## src/rtl/fp_mul_host_driver_pkg.sv

```systemverilog
// fp_mul_pkg: driver state encoding, bus word width and the quiet-NaN returned on timeout
package fp_mul_pkg;
  localparam int WORD_W = 32;
  localparam logic [WORD_W-1:0] FP_QNAN = 32'h7FC0_0000;
  typedef enum logic [2:0] {IDLE, SEND_A, SEND_B, WAIT_RES, RESP} drv_state_t;
endpackage

```

## src/rtl/fp_mul_host_driver_if.sv

```systemverilog
// fp_mul_host_driver_if: req/rsp parallel port + serial multiplier bus; master = driver side, slave = environment side
interface fp_mul_host_driver_if;
  import fp_mul_pkg::*;
  logic req_valid, req_ready, rsp_valid, rsp_ready, rsp_timeout;
  logic [WORD_W-1:0] req_a, req_b, rsp_data;
  logic inReady, inAccept, resultReady, resultAccept, busy;
  logic [WORD_W-1:0] inBus, resultBus;
  logic [15:0] op_count;
  modport master (
    input  req_valid, req_a, req_b, rsp_ready, inAccept, resultReady, resultBus,
    output req_ready, rsp_valid, rsp_data, rsp_timeout, inReady, inBus, resultAccept, busy, op_count
  );
  modport slave (
    output req_valid, req_a, req_b, rsp_ready, inAccept, resultReady, resultBus,
    input  req_ready, rsp_valid, rsp_data, rsp_timeout, inReady, inBus, resultAccept, busy, op_count
  );
endinterface

```

## src/rtl/fp_mul_host_driver_timeout_ctr.sv

```systemverilog
// mul_timeout_ctr: result-wait cycle counter; clear_i zeroes, enable_i counts, expired_o flags the last allowed cycle
module mul_timeout_ctr #(
  parameter int LIMIT = 1024,
  parameter int W = 11
) (
  input  logic clk,
  input  logic rst,
  input  logic clear_i,
  input  logic enable_i,
  output logic expired_o
);
  logic [W-1:0] cnt_q;
  always_ff @(posedge clk) cnt_q <= (rst || clear_i) ? '0 : enable_i ? cnt_q + 1'b1 : cnt_q;
  assign expired_o = cnt_q == W'(LIMIT - 1);
endmodule

```

## src/rtl/fp_mul_host_driver.sv

```systemverilog
// fp_mul_host_driver: serialises an A/B operand pair onto the multiplier bus and returns the product (clk, rst, bus = master modport)
module fp_mul_host_driver import fp_mul_pkg::*; #(
  parameter int TIMEOUT_CYCLES = 1024,
  parameter int TMR_W = 11
) (
  input logic clk,
  input logic rst,
  fp_mul_host_driver_if.master bus
);
  drv_state_t state_q, state_d;
  logic [WORD_W-1:0] a_q, a_d, b_q, b_d, data_q, data_d;
  logic to_q, to_d, stale_q, stale_d, rdy_q, rdy_d, expired;
  logic [15:0] op_count_q, op_count_d;
  logic req_fire, in_fire, res_fire;
  assign req_fire = bus.req_valid && rdy_q;
  assign in_fire = bus.inReady && bus.inAccept;
  assign res_fire = bus.resultReady && bus.resultAccept;
  mul_timeout_ctr #(.LIMIT(TIMEOUT_CYCLES), .W(TMR_W)) u_tmr (
    .clk(clk),
    .rst(rst),
    .clear_i(state_q != WAIT_RES),
    .enable_i(state_q == WAIT_RES),
    .expired_o(expired)
  );
  always_comb begin
    state_d = state_q;
    a_d = a_q;
    b_d = b_q;
    data_d = data_q;
    to_d = to_q;
    stale_d = stale_q;
    op_count_d = op_count_q;
    case (state_q)
      IDLE: begin
        if (stale_q && res_fire) stale_d = 1'b0;
        if (req_fire) begin
          a_d = bus.req_a;
          b_d = bus.req_b;
          state_d = SEND_A;
        end
      end
      SEND_A: state_d = in_fire ? SEND_B : SEND_A;
      SEND_B: state_d = in_fire ? WAIT_RES : SEND_B;
      WAIT_RES: begin
        if (res_fire) begin
          data_d = bus.resultBus;
          to_d = 1'b0;
          state_d = RESP;
        end else if (expired) begin
          data_d = FP_QNAN;
          to_d = 1'b1;
          stale_d = 1'b1;
          state_d = RESP;
        end
      end
      RESP: begin
        if (bus.rsp_ready) begin
          state_d = IDLE;
          op_count_d = to_q ? op_count_q : op_count_q + 16'd1;
        end
      end
      default: state_d = IDLE;
    endcase
    rdy_d = state_d == IDLE && !stale_d;
  end
  always_ff @(posedge clk) begin
    if (rst) begin
      state_q <= IDLE;
      a_q <= '0;
      b_q <= '0;
      data_q <= '0;
      to_q <= 1'b0;
      stale_q <= 1'b0;
      rdy_q <= 1'b0;
      op_count_q <= '0;
    end else begin
      state_q <= state_d;
      a_q <= a_d;
      b_q <= b_d;
      data_q <= data_d;
      to_q <= to_d;
      stale_q <= stale_d;
      rdy_q <= rdy_d;
      op_count_q <= op_count_d;
    end
  end
  assign bus.req_ready = rdy_q;
  assign bus.inReady = state_q == SEND_A || state_q == SEND_B;
  assign bus.inBus = state_q == SEND_A ? a_q : state_q == SEND_B ? b_q : '0;
  assign bus.resultAccept = state_q == WAIT_RES || (state_q == IDLE && stale_q);
  assign bus.rsp_valid = state_q == RESP;
  assign bus.rsp_data = data_q;
  assign bus.rsp_timeout = to_q;
  assign bus.busy = state_q != IDLE;
  assign bus.op_count = op_count_q;
endmodule

```

## src/flat_wrapper.sv

```systemverilog
// flat-port wrapper written by rule: the top's interface ports become plain ports
module fp_mul_host_driver_flat import fp_mul_pkg::*;
#(
  parameter int TIMEOUT_CYCLES = 1024,
  parameter int TMR_W = 11
)
  (clk, rst, bus_req_valid, bus_req_a, bus_req_b, bus_rsp_ready, bus_inAccept, bus_resultReady, bus_resultBus, bus_req_ready, bus_rsp_valid, bus_rsp_data, bus_rsp_timeout, bus_inReady, bus_inBus, bus_resultAccept, bus_busy, bus_op_count);
  fp_mul_host_driver_if bus_i ();
  input logic clk;
  input logic rst;
  input wire logic [$bits(bus_i.req_valid)-1:0] bus_req_valid;
  input wire logic [$bits(bus_i.req_a)-1:0] bus_req_a;
  input wire logic [$bits(bus_i.req_b)-1:0] bus_req_b;
  input wire logic [$bits(bus_i.rsp_ready)-1:0] bus_rsp_ready;
  input wire logic [$bits(bus_i.inAccept)-1:0] bus_inAccept;
  input wire logic [$bits(bus_i.resultReady)-1:0] bus_resultReady;
  input wire logic [$bits(bus_i.resultBus)-1:0] bus_resultBus;
  output wire logic [$bits(bus_i.req_ready)-1:0] bus_req_ready;
  output wire logic [$bits(bus_i.rsp_valid)-1:0] bus_rsp_valid;
  output wire logic [$bits(bus_i.rsp_data)-1:0] bus_rsp_data;
  output wire logic [$bits(bus_i.rsp_timeout)-1:0] bus_rsp_timeout;
  output wire logic [$bits(bus_i.inReady)-1:0] bus_inReady;
  output wire logic [$bits(bus_i.inBus)-1:0] bus_inBus;
  output wire logic [$bits(bus_i.resultAccept)-1:0] bus_resultAccept;
  output wire logic [$bits(bus_i.busy)-1:0] bus_busy;
  output wire logic [$bits(bus_i.op_count)-1:0] bus_op_count;
  assign bus_i.req_valid = bus_req_valid;
  assign bus_i.req_a = bus_req_a;
  assign bus_i.req_b = bus_req_b;
  assign bus_i.rsp_ready = bus_rsp_ready;
  assign bus_i.inAccept = bus_inAccept;
  assign bus_i.resultReady = bus_resultReady;
  assign bus_i.resultBus = bus_resultBus;
  assign bus_req_ready = bus_i.req_ready;
  assign bus_rsp_valid = bus_i.rsp_valid;
  assign bus_rsp_data = bus_i.rsp_data;
  assign bus_rsp_timeout = bus_i.rsp_timeout;
  assign bus_inReady = bus_i.inReady;
  assign bus_inBus = bus_i.inBus;
  assign bus_resultAccept = bus_i.resultAccept;
  assign bus_busy = bus_i.busy;
  assign bus_op_count = bus_i.op_count;
  fp_mul_host_driver #(.TIMEOUT_CYCLES(TIMEOUT_CYCLES), .TMR_W(TMR_W)) u_core (.clk(clk), .rst(rst), .bus(bus_i));
endmodule
```

## config.mk

```make
export PLATFORM = sky130hd
export DESIGN_NAME = fp_mul_host_driver_flat
export DESIGN_NICKNAME = d
export VERILOG_FILES = /design/src/rtl/fp_mul_host_driver_pkg.sv /design/src/rtl/fp_mul_host_driver_if.sv /design/src/rtl/fp_mul_host_driver_timeout_ctr.sv /design/src/rtl/fp_mul_host_driver.sv /design/src/flat_wrapper.sv
export SDC_FILE = /design/constraint.sdc
export NUM_CORES = 1
export LEC_CHECK = 0
export ABC_CLOCK_PERIOD_IN_PS = 4500
export CAP_MARGIN = 20
export CORE_MARGIN = 2
export CORE_UTILIZATION = 30
export CTS_CLUSTER_DIAMETER = 60
export DETAILED_ROUTE_END_ITERATION = 8
export DONT_BUFFER_PORTS = 1
export GPL_TIMING_DRIVEN = 0
export REMOVE_ABC_BUFFERS = 1
export SLEW_MARGIN = 25
export SYNTH_ARGS = -nofsm -noshare
export SYNTH_HDL_FRONTEND = slang
export SYNTH_HIERARCHICAL = 1
export SYNTH_SLANG_ARGS = --single-unit
export TNS_END_PERCENT = 100
```

## constraint.sdc

```tcl
create_clock -name clk -period 4.5 [get_ports clk]
set_input_delay 1.35 -clock clk [delete_from_list [all_inputs] [get_ports clk]]
set_output_delay 1.35 -clock clk [all_outputs]
set_load 0.02 [all_outputs]
```

* After elaboration in Yosys (flattened, before gate mapping)
Index checks and enable logic that the tools add are counted.
** Operators by class
- Reductions and logical operators :: 17
- Equal/unequal tests :: 6
- Add/sub/neg operators :: 2
- Multiplexer cells :: 17
- Bitwise gates (word level) :: 1
** Operators by type and width (count)
- two-way mux 32 bit :: 4
- adder 16 x 1 -> 16 bit, second input constant :: 1
- one-hot mux 3 bit (5 select lines) :: 1
- two-way mux 3 bit :: 4
- adder 11 x 1 -> 11 bit, second input constant :: 1
- == test 11 x 10 -> 1 bit, second input constant :: 1
- == test 3 x 2 -> 1 bit, second input constant :: 2
- logical AND 1 bit :: 6
- logical NOT 3 bit :: 2
- two-way mux 1 bit :: 6
- AND reduction 2 bit :: 2
- == test 3 x 1 -> 1 bit, second input constant :: 1
- == test 3 bit, second input constant :: 1
- logical OR 1 bit :: 3
- inequality test 3 x 2 -> 1 bit, second input constant :: 1
- AND reduction 3 bit :: 1
- nonzero test 3 bit :: 1
- two-way mux 2 bit :: 1
- one-hot mux 1 bit (2 select lines) :: 1
- nonzero test 2 bit :: 1
- logical NOT 1 bit :: 1
- NOT 1 bit :: 1
** Word-level totals
- Word-level logic and storage cells :: 52
- Flip-flop bits (word level) :: 129
- Output and inout port bits :: 86
- Bits of input ports :: 102

* Depth between registers and ports, before layout
- Depth after elaboration :: 9
- Depth in mapped cells :: 7

* Cells and area by module
The synthesis kept the hierarchy.
** By module, submodules not included
- fp_mul_host_driver :: cells an instance 552, sequential area each 2362.3 um^2, area each 4594.4 um^2, times used 1
- mul_timeout_ctr :: cells an instance 58, sequential area each 220.2 um^2, area each 504.2 um^2, times used 1

* Worst setup path before layout
No wires, ideal clock.
- Kind :: register to output
- From :: reg u_core.state_q[2]
- To :: out bus_inBus[10]
- Stages on the path, launching flop included :: 5
- Data arrival time :: 1.557 ns
- Path buffers :: 2
- Data required time :: 3.150 ns
- Slack :: 1.593 ns
- Path through :: dfxtp_1 buf_2 nor3b_1 clkbuf_1 a22o_1
** Between the ends
- Word-level cells in the longest chain between the ends :: 3
- Elaborated cells on any way between the ends :: 4
- Classes of those cells :: eq/ne: 2; mux: 2
** Ends and longest elaborated chain
- start: declaration :: RTL line fp_mul_host_driver.sv:10 : drv_state_t state_q, state_d;
- start signal: assignment :: RTL line fp_mul_host_driver.sv:77 : state_q <= state_d;
- == test 3 x 2 -> 1 bit :: RTL line fp_mul_host_driver.sv:89 : assign bus.inBus = state_q == SEND_A ? a_q : state_q == SEND_B ? b_q : '0;
- two-way mux 32 bit :: RTL line fp_mul_host_driver.sv:89
- two-way mux 32 bit (*) :: RTL line fp_mul_host_driver.sv:89
- end: declaration :: RTL line flat_wrapper.sv:23 : output wire logic [$bits(bus_i.inBus)-1:0] bus_inBus;
Every way passes the cells marked *; elsewhere a longest branch is shown, timed or not.

* Worst setup path after layout
- From :: reg u_core.state_q[0]
- To :: out bus_inBus[7]
Same word-level chain as after synthesis.

==> results by group <==
Yosys
  • Post-synth cell types: 42
  • Syn Inst Count: 610
  • Ys Warns: 6
  • Synth Cell Area: 5099 µm²
  • Synth area leader: dfxtp_1
  • Yosys top cell area share: 50.65%
  • Syn Area/Cell: 8.358 µm²
  • FF+latch count, synth: 129
  • Seq/Total Area, Yosys: 50.65%
  • Synth area leaders: dfxtp_1, nand2_1, a21oi_1, a22o_1, nor2_1

GRT
  • Global-route wire length before repair: 20670 µm
  • All-Layer GR Usage: 14.53%
  • Initial antenna violation count: 0
  • Total congestion overflow: 0
  • Vias in the first global route: 4147
  • Pin count of the biggest net entering global routing: 121

Timing
  • Min Tclk post-route: 3.693 ns
  • Final hold viol count: 0
  • FMAX: 270.8 MHz
  • Setup TNS: 0 ns
  • Final slew viol count: 0
  • Worst setup margin: 0.8074 ns
  • Final period util: 82.06%
  • Final setup viols: 0
  • Clk_skew: 0.006508 ns
  • RSZ-0062 raised after global routing: false
  • WHS: 0.4498 ns
  • Rel. slew slack: 37.77%
  • Worst slew pin tran: 0.9324 ns

Placement
  • Place WS: 1.227 ns
  • Total placed cells including tap cells: 795
  • # port buffers: 0
  • Post-DP HPWL: 9041 µm
  • GP Congestion: 0.7725

Die
  • Die Y-Extent: 134.4 µm
  • Initial Utilization: 30.75%
  • Rows: 47
  • Chip width: 134.4 µm
  • I/O pin count: 188
  • DIE AREA: 18050 µm²
  • Core area: 16580 µm²

Clock network
  • Deepest clock path buffer count: 2
  • Clock slew seen by the registers of the worst setup and hold paths: 0.06 ns
  • Worst skew pair latency: 0.41 ns
  • Number of clock sinks: 129
  • CTS Root Cell: clkbuf_16
  • Number of H-tree levels: 4
  • Number of post-CTS setup repair buffers: 0
  • CTS Buf Count: 17
  • Post-cts hold buffer count: 0
  • CTS resizes: 0
  • CTS tree: done

Worst setup path
  • Kind of critical path: flip-flop to output port
  • Crit path launch type: flip-flop
  • Required @ worst endpoint: 3.15 ns
  • Arrival time worst endpoint: 2.34 ns
  • CP endpoint kind: output port
  • Highest fanout seen on the critical path: 12

Layout
  • Non-Filler Instances: 827
  • N_diodes: 0
  • Layout cells sized above 1: 8.896%
  • Register area: 2582 µm²
  • Multi-input logic area: 2332 µm²
  • Fill cells: 1703
  • Layout Nets: 698
  • Final core occ: 35.67%
  • Synthesis-to-layout area growth: 16.02%

Detailed routing
  • DR WL/cell: 15.75 µm
  • Routed via count: 4324
  • ANT nets after route: 0
  • # DRC: 0
  • Mean number of vias per cell: 5.229
  • WL final: 13030 µm
  • Drt first pass iters: 4
  • 1st-iter DRT viols: 211

Job
  • Max-Cap Viols: 0

Power
  • Pwr Density: 469.1 nW/µm²
  • Worst VDD drop: 0.2487 mV
  • Leakage: 1.998 nW

Status
  • Status: complete, no violations

Min path
  • Min-Delay Path Class: flip-flop to flip-flop
[cell usage after synthesis, drive strengths merged]
master and number:
dfxtp 129, inv 10, nor2b 2, or3 7, clkbuf 36, nand4bb 1
mux2 2, o21ai 10, nand4b 1, buf 7, a21oi 83, mux2i 2
nor4bb 1, or3b 1, and4 1, nand3b 2, nand3 7, nor2 51
nor3b 2, xor2 4, a22oi 23, a31oi 1, or2 2, and3 1
xnor2 7, o22ai 9, a22o 32, nor4 6, nor3 3, o31ai 6
or4 8, nand2 142, ha 2, nand4 8, nand2b 1
[through the flow]
stage / area, µm² / power, mW
after floorplan: 4918 / 1.335
after global placement: 5194 / 1.371
after detailed placement: 5304 / 1.390
after CTS: 5916 / 2.818
after global routing: 5916 / 2.896
final: 5916 / 2.775
[where the power goes]
group          switching (mW)  internal, mW
clock                   0.509         0.903
combinational           0.103        0.0503
sequential             0.0270          1.18
[registers in the layout, summed over array words and instances (netlist names)]
name / cells
u_core/stale_q: 1
u_core/bus.op_count: 16
u_core/u_tmr/cnt_q: 11
u_core/state_q: 3
u_core/bus.rsp_data: 32
u_core/bus.rsp_timeout: 1
u_core/b_q: 32
u_core/a_q: 32
u_core/bus.req_ready: 1
[worst max-delay path, stage by stage (launching register included)]
cell and delay (ns):
dfxtp_1 0.50, nor3b_2 0.59, buf_4 0.31, buf_4 0.23, a22o_1 0.30
[placed cells by master, fill, tap and decap left out, drive strengths merged, types with 7 or more instances in the layout]
| master | count |
|---|---|
| nand2 | 142 |
| dfxtp | 129 |
| a21oi | 83 |
| nor2 | 51 |
| a22o | 32 |
| a22oi | 23 |
| clkbuf | 20 |
| inv | 12 |
| o21ai | 10 |
| o22ai | 9 |
| nand4 | 8 |
| or4 | 8 |
| buf | 8 |
| xnor2 | 7 |
| or3 | 7 |
| nand3 | 7 |
[cell families after synthesis]
kind of cell	share of synthesized area [%]
DFF	50.65
xor gates and xnor gates	1.890
muxes	0.8343
and+or+nand+nor	21.74
adders and majority gates	0.4907
AOI/OAI and AO/OA	20.12
buffers and inverters	4.270
[worst paths after layout]
check                        startpoint                      end  slack (ns)  cells after the start
setup / recovery      u_core/state_q[0]             bus_inBus[7]        0.81                      4
hold / removal           u_core/a_q[14]           u_core/a_q[14]        0.45                      2
setup reg to reg  u_core/u_tmr/cnt_q[0]  u_core/bus.rsp_data[22]        2.25                      7
hold reg to reg          u_core/a_q[14]           u_core/a_q[14]        0.45                      2
[cell type report]
class                      instances  area share, %
timing repair buffer               8          1.290
inverter                          10         0.6345
tap                              220          4.653
clock inverter                    12          2.623
clock buffer                      20          7.720
multi-input combinational        428          39.42
sequential                       129          43.65
[per-layer routing]
metal	track usage, %	vias up	routed length [µm]	part of all wire, %
met1	17.11	2041	5466	42
met3	5.404	20	1058	8.1
met4	7.193	0	307	2.4
met2	23.30	167	6194	48
met5	0	-	0	0
li1	-	2096	-	-
No activity file was read; power rests on OpenSTA's default activity.
